File: src/rtl/fetch_ctrl_pkg.sv
// fetch_ctrl_pkg: shared types and constants for the fetch sequencer.
//   fetch_state_e : fetch FSM encoding (IDLE / REQ / HOLD)
//   STALL_*       : per-stage stall patterns, bit [0]=PC .. [5]=WB
package fetch_ctrl_pkg;

  typedef enum logic [1:0] {
    IDLE = 2'd0,  // out of reset, nothing issued yet
    REQ  = 2'd1,  // one fetch outstanding on the imem port
    HOLD = 2'd2   // fetched instruction parked while IF is stalled
  } fetch_state_e;

  localparam int STALL_W = 6;

  localparam logic [STALL_W-1:0] STALL_NONE = 6'b000000;
  localparam logic [STALL_W-1:0] STALL_IF   = 6'b000011;  // fetch bubble
  localparam logic [STALL_W-1:0] STALL_ID   = 6'b000111;
  localparam logic [STALL_W-1:0] STALL_EX   = 6'b001111;

endpackage

File: src/rtl/fetch_perf_cnt.sv
// fetch_perf_cnt: pair of saturating 32-bit event counters.
// Only compiled when FETCH_PERF_EN is defined; otherwise this file is empty.
// Ports:
//   clk, rst          : clock, synchronous active-low reset
//   wait_inc_i        : count one fetch-wait cycle
//   redir_inc_i       : count one redirect event
//   wait_cnt_o        : fetch-wait cycle count
//   redir_cnt_o       : redirect event count
`ifdef FETCH_PERF_EN
module fetch_perf_cnt (
  input  logic        clk,
  input  logic        rst,
  input  logic        wait_inc_i,
  input  logic        redir_inc_i,
  output logic [31:0] wait_cnt_o,
  output logic [31:0] redir_cnt_o
);

  logic [31:0] wait_q, wait_d;
  logic [31:0] redir_q, redir_d;

  // Counters stick at all-ones instead of wrapping.
  always_comb begin
    wait_d  = wait_q;
    redir_d = redir_q;
    if (wait_inc_i  && (wait_q  != 32'hFFFF_FFFF)) wait_d  = wait_q  + 32'd1;
    if (redir_inc_i && (redir_q != 32'hFFFF_FFFF)) redir_d = redir_q + 32'd1;
  end

  always_ff @(posedge clk) begin
    if (!rst) begin
      wait_q  <= '0;
      redir_q <= '0;
    end else begin
      wait_q  <= wait_d;
      redir_q <= redir_d;
    end
  end

  assign wait_cnt_o  = wait_q;
  assign redir_cnt_o = redir_q;

endmodule
`endif

File: src/rtl/fetch_ctrl.sv
// fetch_ctrl: instruction-fetch sequencer and stall controller.
// Owns the PC, runs a single-outstanding req/ack imem port, resolves
// flush / delay-slot branch redirects and stage stall requests into the
// per-stage stall vector and the IF/ID output registers.
// Ports:
//   clk, rst                    : clock, synchronous active-low reset
//   stall_req_id/_ex            : decode / execute stall requests
//   branch_flag, branch_target  : taken branch from ID (delay slot semantics)
//   flush, new_pc               : exception redirect, highest priority
//   imem_req/addr (out), imem_ack/rdata (in) : instruction memory port
//   if_valid, if_pc, if_inst    : IF/ID register outputs
//   stall[5:0]                  : PC,IF,ID,EX,MEM,WB stall, combinational
// Optional: FETCH_PERF_EN adds perf_wait_cnt / perf_redir_cnt.
module fetch_ctrl
  import fetch_ctrl_pkg::*;
#(
  parameter int                 ADDR_W   = 32,
  parameter logic [ADDR_W-1:0]  RESET_PC = '0
) (
  input  logic              clk,
  input  logic              rst,
  input  logic              stall_req_id,
  input  logic              stall_req_ex,
  input  logic              branch_flag,
  input  logic [ADDR_W-1:0] branch_target,
  input  logic              flush,
  input  logic [ADDR_W-1:0] new_pc,
  output logic              imem_req,
  output logic [ADDR_W-1:0] imem_addr,
  input  logic              imem_ack,
  input  logic [31:0]       imem_rdata,
  output logic              if_valid,
  output logic [ADDR_W-1:0] if_pc,
  output logic [31:0]       if_inst,
  output logic [5:0]        stall
`ifdef FETCH_PERF_EN
  ,
  output logic [31:0]       perf_wait_cnt,
  output logic [31:0]       perf_redir_cnt
`endif
);

  fetch_state_e      state_q, state_d;
  logic [ADDR_W-1:0] pc_q, pc_d;
  logic [ADDR_W-1:0] addr_q, addr_d;
  logic [ADDR_W-1:0] target_q, target_d;
  logic [ADDR_W-1:0] if_pc_q, if_pc_d;
  logic [31:0]       if_inst_q, if_inst_d;
  logic [31:0]       buf_q, buf_d;
  logic              req_q, req_d;
  logic              if_valid_q, if_valid_d;
  logic              discard_q, discard_d;
  logic              tgt_pend_q, tgt_pend_d;

  logic              ack_v;
  logic              if_hold;
  logic [ADDR_W-1:0] nxt_pc;

  // An ack only counts against a live request; acks seen in IDLE (e.g.
  // left over from a request abandoned by reset) are ignored.
  assign ack_v   = (state_q == REQ) && req_q && imem_ack;
  // IF is held only by downstream stall requests; a fetch bubble alone
  // lets IF drain to an invalid slot.
  assign if_hold = !flush && (stall_req_ex || stall_req_id);
  // Address following a completed delay slot. A branch arriving the same
  // cycle the delay slot completes redirects immediately.
  assign nxt_pc  = (branch_flag && !flush) ? branch_target :
                   tgt_pend_q              ? target_q      :
                                             pc_q + ADDR_W'(4);

  always_comb begin
    if (flush)                                stall = STALL_NONE;
    else if (stall_req_ex)                    stall = STALL_EX;
    else if (stall_req_id)                    stall = STALL_ID;
    else if ((state_q == REQ) && !ack_v)      stall = STALL_IF;
    else                                      stall = STALL_NONE;
  end

  always_comb begin
    state_d    = state_q;
    pc_d       = pc_q;
    addr_d     = addr_q;
    target_d   = target_q;
    if_pc_d    = if_pc_q;
    if_inst_d  = if_inst_q;
    buf_d      = buf_q;
    req_d      = req_q;
    if_valid_d = if_valid_q;
    discard_d  = discard_q;
    tgt_pend_d = tgt_pend_q;

    if (branch_flag && !flush) begin
      target_d   = branch_target;
      tgt_pend_d = 1'b1;
    end

    if (flush) begin
      if_valid_d = 1'b0;
      pc_d       = new_pc;
      tgt_pend_d = 1'b0;
      if ((state_q == REQ) && !ack_v) begin
        // Old request still in flight: keep addr stable, eat its ack.
        discard_d = 1'b1;
      end else begin
        state_d   = REQ;
        req_d     = 1'b1;
        addr_d    = new_pc;
        discard_d = 1'b0;
      end
    end else begin
      case (state_q)
        IDLE: begin
          state_d = REQ;
          req_d   = 1'b1;
          addr_d  = pc_q;
          if (!if_hold) if_valid_d = 1'b0;
        end
        REQ: begin
          if (ack_v) begin
            if (discard_q) begin
              // pc_q already holds the flush target.
              discard_d = 1'b0;
              addr_d    = pc_q;
              if (!if_hold) if_valid_d = 1'b0;
            end else if (if_hold) begin
              buf_d   = imem_rdata;
              req_d   = 1'b0;
              state_d = HOLD;
            end else begin
              if_valid_d = 1'b1;
              if_inst_d  = imem_rdata;
              if_pc_d    = addr_q;
              pc_d       = nxt_pc;
              addr_d     = nxt_pc;
              tgt_pend_d = 1'b0;
            end
          end else if (!if_hold) begin
            if_valid_d = 1'b0;
          end
        end
        HOLD: begin
          // addr_q still holds the buffered instruction's address.
          if (!if_hold) begin
            if_valid_d = 1'b1;
            if_inst_d  = buf_q;
            if_pc_d    = addr_q;
            pc_d       = nxt_pc;
            addr_d     = nxt_pc;
            tgt_pend_d = 1'b0;
            req_d      = 1'b1;
            state_d    = REQ;
          end
        end
        default: state_d = IDLE;
      endcase
    end
  end

  always_ff @(posedge clk) begin
    if (!rst) begin
      state_q    <= IDLE;
      pc_q       <= RESET_PC;
      addr_q     <= '0;
      target_q   <= '0;
      if_pc_q    <= '0;
      if_inst_q  <= '0;
      buf_q      <= '0;
      req_q      <= 1'b0;
      if_valid_q <= 1'b0;
      discard_q  <= 1'b0;
      tgt_pend_q <= 1'b0;
    end else begin
      state_q    <= state_d;
      pc_q       <= pc_d;
      addr_q     <= addr_d;
      target_q   <= target_d;
      if_pc_q    <= if_pc_d;
      if_inst_q  <= if_inst_d;
      buf_q      <= buf_d;
      req_q      <= req_d;
      if_valid_q <= if_valid_d;
      discard_q  <= discard_d;
      tgt_pend_q <= tgt_pend_d;
    end
  end

  assign imem_req  = req_q;
  assign imem_addr = addr_q;
  assign if_valid  = if_valid_q;
  assign if_pc     = if_pc_q;
  assign if_inst   = if_inst_q;

`ifdef FETCH_PERF_EN
  fetch_perf_cnt u_perf (
    .clk         (clk),
    .rst         (rst),
    .wait_inc_i  ((state_q == REQ) && !ack_v),
    .redir_inc_i (flush || branch_flag),
    .wait_cnt_o  (perf_wait_cnt),
    .redir_cnt_o (perf_redir_cnt)
  );
`endif

endmodule
File: config.mk
export PLATFORM = sky130hd
export DESIGN_NAME = fetch_ctrl
export DESIGN_NICKNAME = d
export VERILOG_FILES = /design/src/rtl/fetch_ctrl_pkg.sv /design/src/rtl/fetch_perf_cnt.sv /design/src/rtl/fetch_ctrl.sv
export SDC_FILE = /design/constraint.sdc
export NUM_CORES = 1
export LEC_CHECK = 0
export ABC_AREA = 1
export BUFFER_PORTS_ARGS = -buffer_cell sky130_fd_sc_hd__buf_4
export CAP_MARGIN = 10
export CORE_UTILIZATION = 35
export CTS_CLUSTER_DIAMETER = 40
export DETAILED_ROUTE_END_ITERATION = 10
export GPL_TIMING_DRIVEN = 0
export PLACE_DENSITY = 0.58
export RECOVER_POWER = 100
export SETUP_SLACK_MARGIN = 0.3
export SLEW_MARGIN = 20
export SYNTH_ARGS = -nofsm -noshare
export SYNTH_HDL_FRONTEND = slang
export SYNTH_SLANG_ARGS = --single-unit
export TNS_END_PERCENT = 50
File: constraint.sdc
create_clock -name clk -period 2.6 [get_ports clk]
set_clock_uncertainty 0.15 [all_clocks]
set_input_delay 0.26 -clock clk [delete_from_list [all_inputs] [get_ports clk]]
set_output_delay 0.26 -clock clk [all_outputs]
set_load 0.01 [all_outputs]
Word-level counts from Yosys, hierarchy flattened
Index checks and enable logic that the tools add are counted.

cells by class
  add/sub/neg operators = 1
  equality and inequality tests = 11
  muxes and demuxes = 54
  bitwise logic cells = 3
  reduce and logical (&&, ||, !) cells = 24

operators by type and width
  kind                                                 number
  2-to-1 mux 32 bit                                    18
  case mux 32 bit (2 select lines)                     3
  case mux 32 bit (3 select lines)                     1
  adder 32 x 3 -> 32 bit, second input constant        1
  2-to-1 mux 1 bit                                     18
  2-to-1 mux 2 bit                                     7
  != test 3 bit, second input constant                 4
  AND reduction 6 bit                                  2
  != test 2 bit, second input constant                 5
  AND reduction 5 bit                                  2
  2-to-1 mux 4 bit                                     2
  case mux 1 bit (3 select lines)                      2
  case mux 2 bit (3 select lines)                      1
  AND reduction 3 bit                                  2
  nonzero test 2 bit                                   3
  nonzero test 3 bit                                   2
  logical AND 1 bit                                    5
  AND reduction 4 bit                                  1
  nonzero test 4 bit                                   1
  2-to-1 mux 3 bit                                     1
  inverter 1 bit                                       3
  equality test 2 x 1 -> 1 bit, second input constant  1
  equality test 2 bit, second input constant           1
  logical NOT 1 bit                                    2
  5 further kinds                                      5

storage, ports and cells
  flip-flop bits (word level) = 198
  output and inout port bits = 104
  word-level logic and storage cells = 104

Longest topological paths before layout
  word-level depth = 9
  gate-level depth with buffers = 14
  gate-level depth less buffers = 14

Least setup slack after synthesis
Ideal clock, no wire load.

  path kind = register to register
  from = register state_q[0]
  to = register if_inst_q[17] (netlist: if_inst[17])
  library setup time = 0.074 ns
  data arrival time = 1.747 ns
  data required time = 2.376 ns
  path slack = 0.628 ns
  stages on the path, launching flop included = 12
  period minus slack after synthesis = 1.972 ns
  path through = dfxtp_1 > inv_1 > ha_1 > inv_1 > nor2_4 > inv_2 > a21oi_1 > nand4_1 > inv_2 > buf_4 > o21ai_0 > a31oi_1

on the way
  cells in the longest elaborated chain, start to end = 5

RTL lines
  element                               RTL line                             text
  from (decl)                           fetch_ctrl.sv:43                     fetch_state_e state_q, state_d;
  from (signal assigned)                fetch_ctrl.sv:173                    state_q <= state_d;
  equality test 2 x 1 -> 1 bit          fetch_ctrl.sv:61, fetch_ctrl.sv:111
  logical AND 1 bit (2 in a row)        fetch_ctrl.sv:61                     assign ack_v = (state_q == REQ) && req_q && imem_ack;
  != test 2 bit (no source line)        --
  AND reduction 6 bit (no source line)  --
  to (signal assigned)                  fetch_ctrl.sv:178                    if_inst_q <= if_inst_d;
  to (decl)                             fetch_ctrl.sv:48                     logic [31:0] if_inst_q, if_inst_d;

Parallel ways exist; a longest one is shown, timed or not.
A chain may end at the register's enable or synchronous reset.

Final worst setup path
  from = register state_q[1]
  to = output stall[1]

on the way
  cells in the longest elaborated chain, start to end = 9

RTL lines
  element                         RTL line                            text
  equality test 2 x 1 -> 1 bit *  fetch_ctrl.sv:61, fetch_ctrl.sv:75
  logical AND 1 bit (2 in a row)  fetch_ctrl.sv:61
  logical NOT 1 bit               fetch_ctrl.sv:75                    else if ((state_q == REQ) && !ack_v) stall = STALL_IF;
  logical AND 1 bit *             fetch_ctrl.sv:75
  2-to-1 mux 2 bit *              fetch_ctrl.sv:75
  2-to-1 mux 3 bit *              fetch_ctrl.sv:74                    else if (stall_req_id) stall = STALL_ID;
  2-to-1 mux 4 bit *              fetch_ctrl.sv:73                    else if (stall_req_ex) stall = STALL_EX;
  2-to-1 mux 4 bit *              fetch_ctrl.sv:72                    if (flush) stall = STALL_NONE;
  to (decl)                       fetch_ctrl.sv:35                    output logic [5:0] stall

Mark *: on every way between the ends. The rest lies on a longest branch, timed or not.

==> results.ini <==
[run_status]
status = completed

[critical_path]
critical_path.cell_chain = inv_1, ha_4, inv_1, nor2_4, nand2_1, nand2_2, buf_4, buf_4
crit_path_start_kind = flip-flop
crit_required_ns = 2.19
ff2ff_setup_slack_ns = 0.27
startpoint = state_q[1]$_SDFFE_PN0P_
endpoint = stall[1]
r2r-start = state_q[1]$_SDFFE_PN0P_
worst-path-max-fanout = 6
timing.rr.end = if_inst[19]$_SDFFE_PN0P_
crit_type = reg -> out
ff2ff_path_depth = 12
cp_slowest_cell = dfxtp_2
slowest_delay_ns = 0.34
end_kind = output port
arrival_ns = 1.94

[finish]
fill_cells = 2922
areaGrowthSynthToFinish_pct = 33.69
multi_input_area_mm2 = 0.005106
regArea_mm2 = 0.003978
num_antenna_cells = 0
final_area_mm2 = 0.01301
drive_gt1_share_pct = 13.97
finish.utilization_pct = 48.02
nets = 1885

[die]
die_w_um = 168.8
die_h_um = 168.8
core_area_mm2 = 0.02710
boundaryPins = 207
initial_core_util_pct = 35.92
dieArea_mm2 = 0.02848
fp-row-count = 60

[global_route]
grt_pass1_vias = 10500
grt.total_usage_pct = 28.11
grt.overflow.total = 0
grt.met1_usage_pct = 38.28
grt_max_degree = 20
globalRouteMet3Util_pct = 5.074
antenna_found_initial = 0
grt_busiest_layer = met2
grt_pass1_wl_mm = 60.79
grtUsageMet2_pct = 44.50

[timing]
timing.slew.headroom_pct = 44.07
worst-slew-pin-transition_ns = 0.8389
fmax_mhz = 424.8
fin_hold_ws_ns = 0.01280
rsz0062_at_grt = yes
setup_violations = 0
fin_ws_ns = 0.2460
hold_viol = 0
period_minus_slack_ns = 2.354
post-route-period-util_pct = 90.54
finalMaxSlewViolations = 0

[clock_network]
clkTransAtPathRegs_ns = 0.08
h-tree-depth = 4
clkSinkCount = 198
clkLatencyLatePin_ns = 0.45
numCtsBuffers = 17
clockRootBuffer = clkbuf_16
clockBufferDepth = 2
cts_tree = yes

[synth]
syn_avg_cell_area_um2 = 6.695
synth-edff-count = 0
synth.most_common_cell = nand2_1
yosysTopAreaCellShare_pct = 40.72
synthSimpleGateAreaFrac_pct = 28.19
yosys_warnings = 0
async_reset_ff_share_pct = 0
synth_fa_ha_area_share_pct = 0.7712
synth_top_family_by_area = simple AND/OR/NAND/NOR gates
synth_mux_area_share_pct = 0
synth_compound_area_share_pct = 22.52
synth_area_mm2 = 0.009734
synthTopCellsByArea = dfxtp_1 41%, nand2_1 15%, o21ai_0 9.5%
synthXorXnorAreaFrac_pct = 0.5398
netlist_instances = 1454
post_synth_num_cell_types = 42
synth_top_cell_by_area = dfxtp_1
ys_ff_latch = 198
seq_area_frac_synth_pct = 40.72
synth.cells.most_frequent = 388 x nand2_1, 198 x dfxtp_1, 195 x nor2_1
synth_flop_cell = dfxtp_1

[drt]
via_per_inst = 5.267
ant_nets = 0
drt-initial-drc-count = 1204
route.vias.total = 11381
drt_wl_total_mm = 40.23
first_pass_iters = 6
drc = 0
wl_per_cell_um = 18.62

[power]
ir_drop_mv = 0.3789
power.total_mw = 11.30
p_leak_nw = 5.336
power_density_mw_per_mm2 = 868.3

[place]
place_ws_ns = -0.1870
routabilityCongestion = 0.9624
dp_hpwl_mm = 29.51
dpl_cell_area_mm2 = 0.01173
port_buffers = 203

[hold_path]
hp-class = in -> reg

[run]
cap_violations = 0

==> worst max-delay path: cells and delay by family, from the launching register on <==
kind	cells	cell delay (ns)
fa+ha+maj	1	0.21
simple gates	3	0.40
buf+inv	4	0.54
flops	1	0.34
==> how the worst min path moves through the flow <==
| stage | from | to | slack [ns] | depth (start not counted) |
|---|---|---|---|---|
| final | branch_target[31] | target_q[31]$_SDFFE_PN0P_ | 0.01 | 3 |
| after global routing | branch_target[2] | target_q[2]$_SDFFE_PN0P_ | 0.002 | 3 |
| after detailed placement | target_q[3]$_SDFFE_PN0P_ | target_q[3]$_SDFFE_PN0P_ | 0.30 | 2 |
| after global placement | target_q[3]$_SDFFE_PN0P_ | target_q[3]$_SDFFE_PN0P_ | 0.30 | 2 |
| after CTS | branch_target[2] | target_q[2]$_SDFFE_PN0P_ | 0.0005 | 3 |
| after floorplan | imem_rdata[0] | if_inst[0]$_SDFFE_PN0P_ | 0.27 | 2 |
==> per-layer routing <==
layer / vias to the layer above / routed length [um]
met5: - / 0
met4: 0 / 1076
met3: 51 / 3262
met2: 509 / 18150
met1: 5339 / 17740
li1: 5482 / -
==> flip-flops by register name, indices dropped and copies added (netlist names) <==
register    flops
buf_q          32
discard_q       1
if_inst        32
if_pc          32
if_valid        1
imem_addr      32
imem_req        1
pc_q           32
state_q         2
target_q       32
tgt_pend_q      1
==> placed cells by master (no fill, tap or decap), types with 5 or more instances in the layout <==
| cell | count |
|---|---|
| clkbuf_4 | 5 |
| dfxtp_1 | 191 |
| buf_4 | 129 |
| nand2_2 | 7 |
| dfxtp_2 | 5 |
| a31oi_1 | 64 |
| clkbuf_2 | 12 |
| nand4_1 | 7 |
| clkbuf_16 | 17 |
| nor2_4 | 9 |
| dlygate4sd3_1 | 81 |
| o21ai_1 | 26 |
| nor2_1 | 196 |
| nand3_1 | 47 |
| clkbuf_1 | 144 |
| a41oi_1 | 5 |
| inv_1 | 61 |
| buf_2 | 19 |
| nand2_1 | 387 |
| o21ai_0 | 173 |
| inv_2 | 6 |
| a21oi_1 | 113 |
==> cell families after synthesis <==
logic type                 after synthesis
AOI/OAI and AO/OA                      405
DFF                                    198
buffers and inverters                  164
and+or+nand+nor                        674
other                                    1
adders and majority gates                6
xor gates and xnor gates                 6
==> what timing repair did <==
| action | CTS | global route |
|---|---|---|
| endpoints found under the hold margin | 122 | 0 |
| endpoints found under the setup margin | 98 | 145 |
| setup buffers | 6 | 10 |
| gates cloned | 0 | 2 |
| pin swaps | 3 | 6 |
| hold buffers | 81 | 0 |
| resized for setup | 10 | 41 |
==> metrics by stage <==
step | TNS [ns] | instances
after floorplan | 0 | 1455
after global placement | -0.1671 | 2030
after detailed placement | -0.1870 | 2030
after CTS | 0 | 2149
after global routing | 0 | 2161
final | 0 | 2161
==> layout make-up <==
cell class                      count  share of cell area, %
Clock buffer                       18                  3.375
Timing Repair inverter              1                0.05769
Clock inverter                     14                  1.433
Multi-Input combinational cell   1093                  39.24
Timing Repair Buffer              301                  16.05
Sequential cell                   198                  30.56
Inverter                           71                  2.106
Tap cell                          372                  3.577
Buffer                             93                  3.605
==> power breakdown <==
group | leakage [nW] | internal [mW] | switching (mW)
registers | 1.62 | 3.63 | 0.624
logic | 3.42 | 1.44 | 2.73
clock network | 0.297 | 1.50 | 1.38
Note: power is estimated with default switching activity, not from simulation.
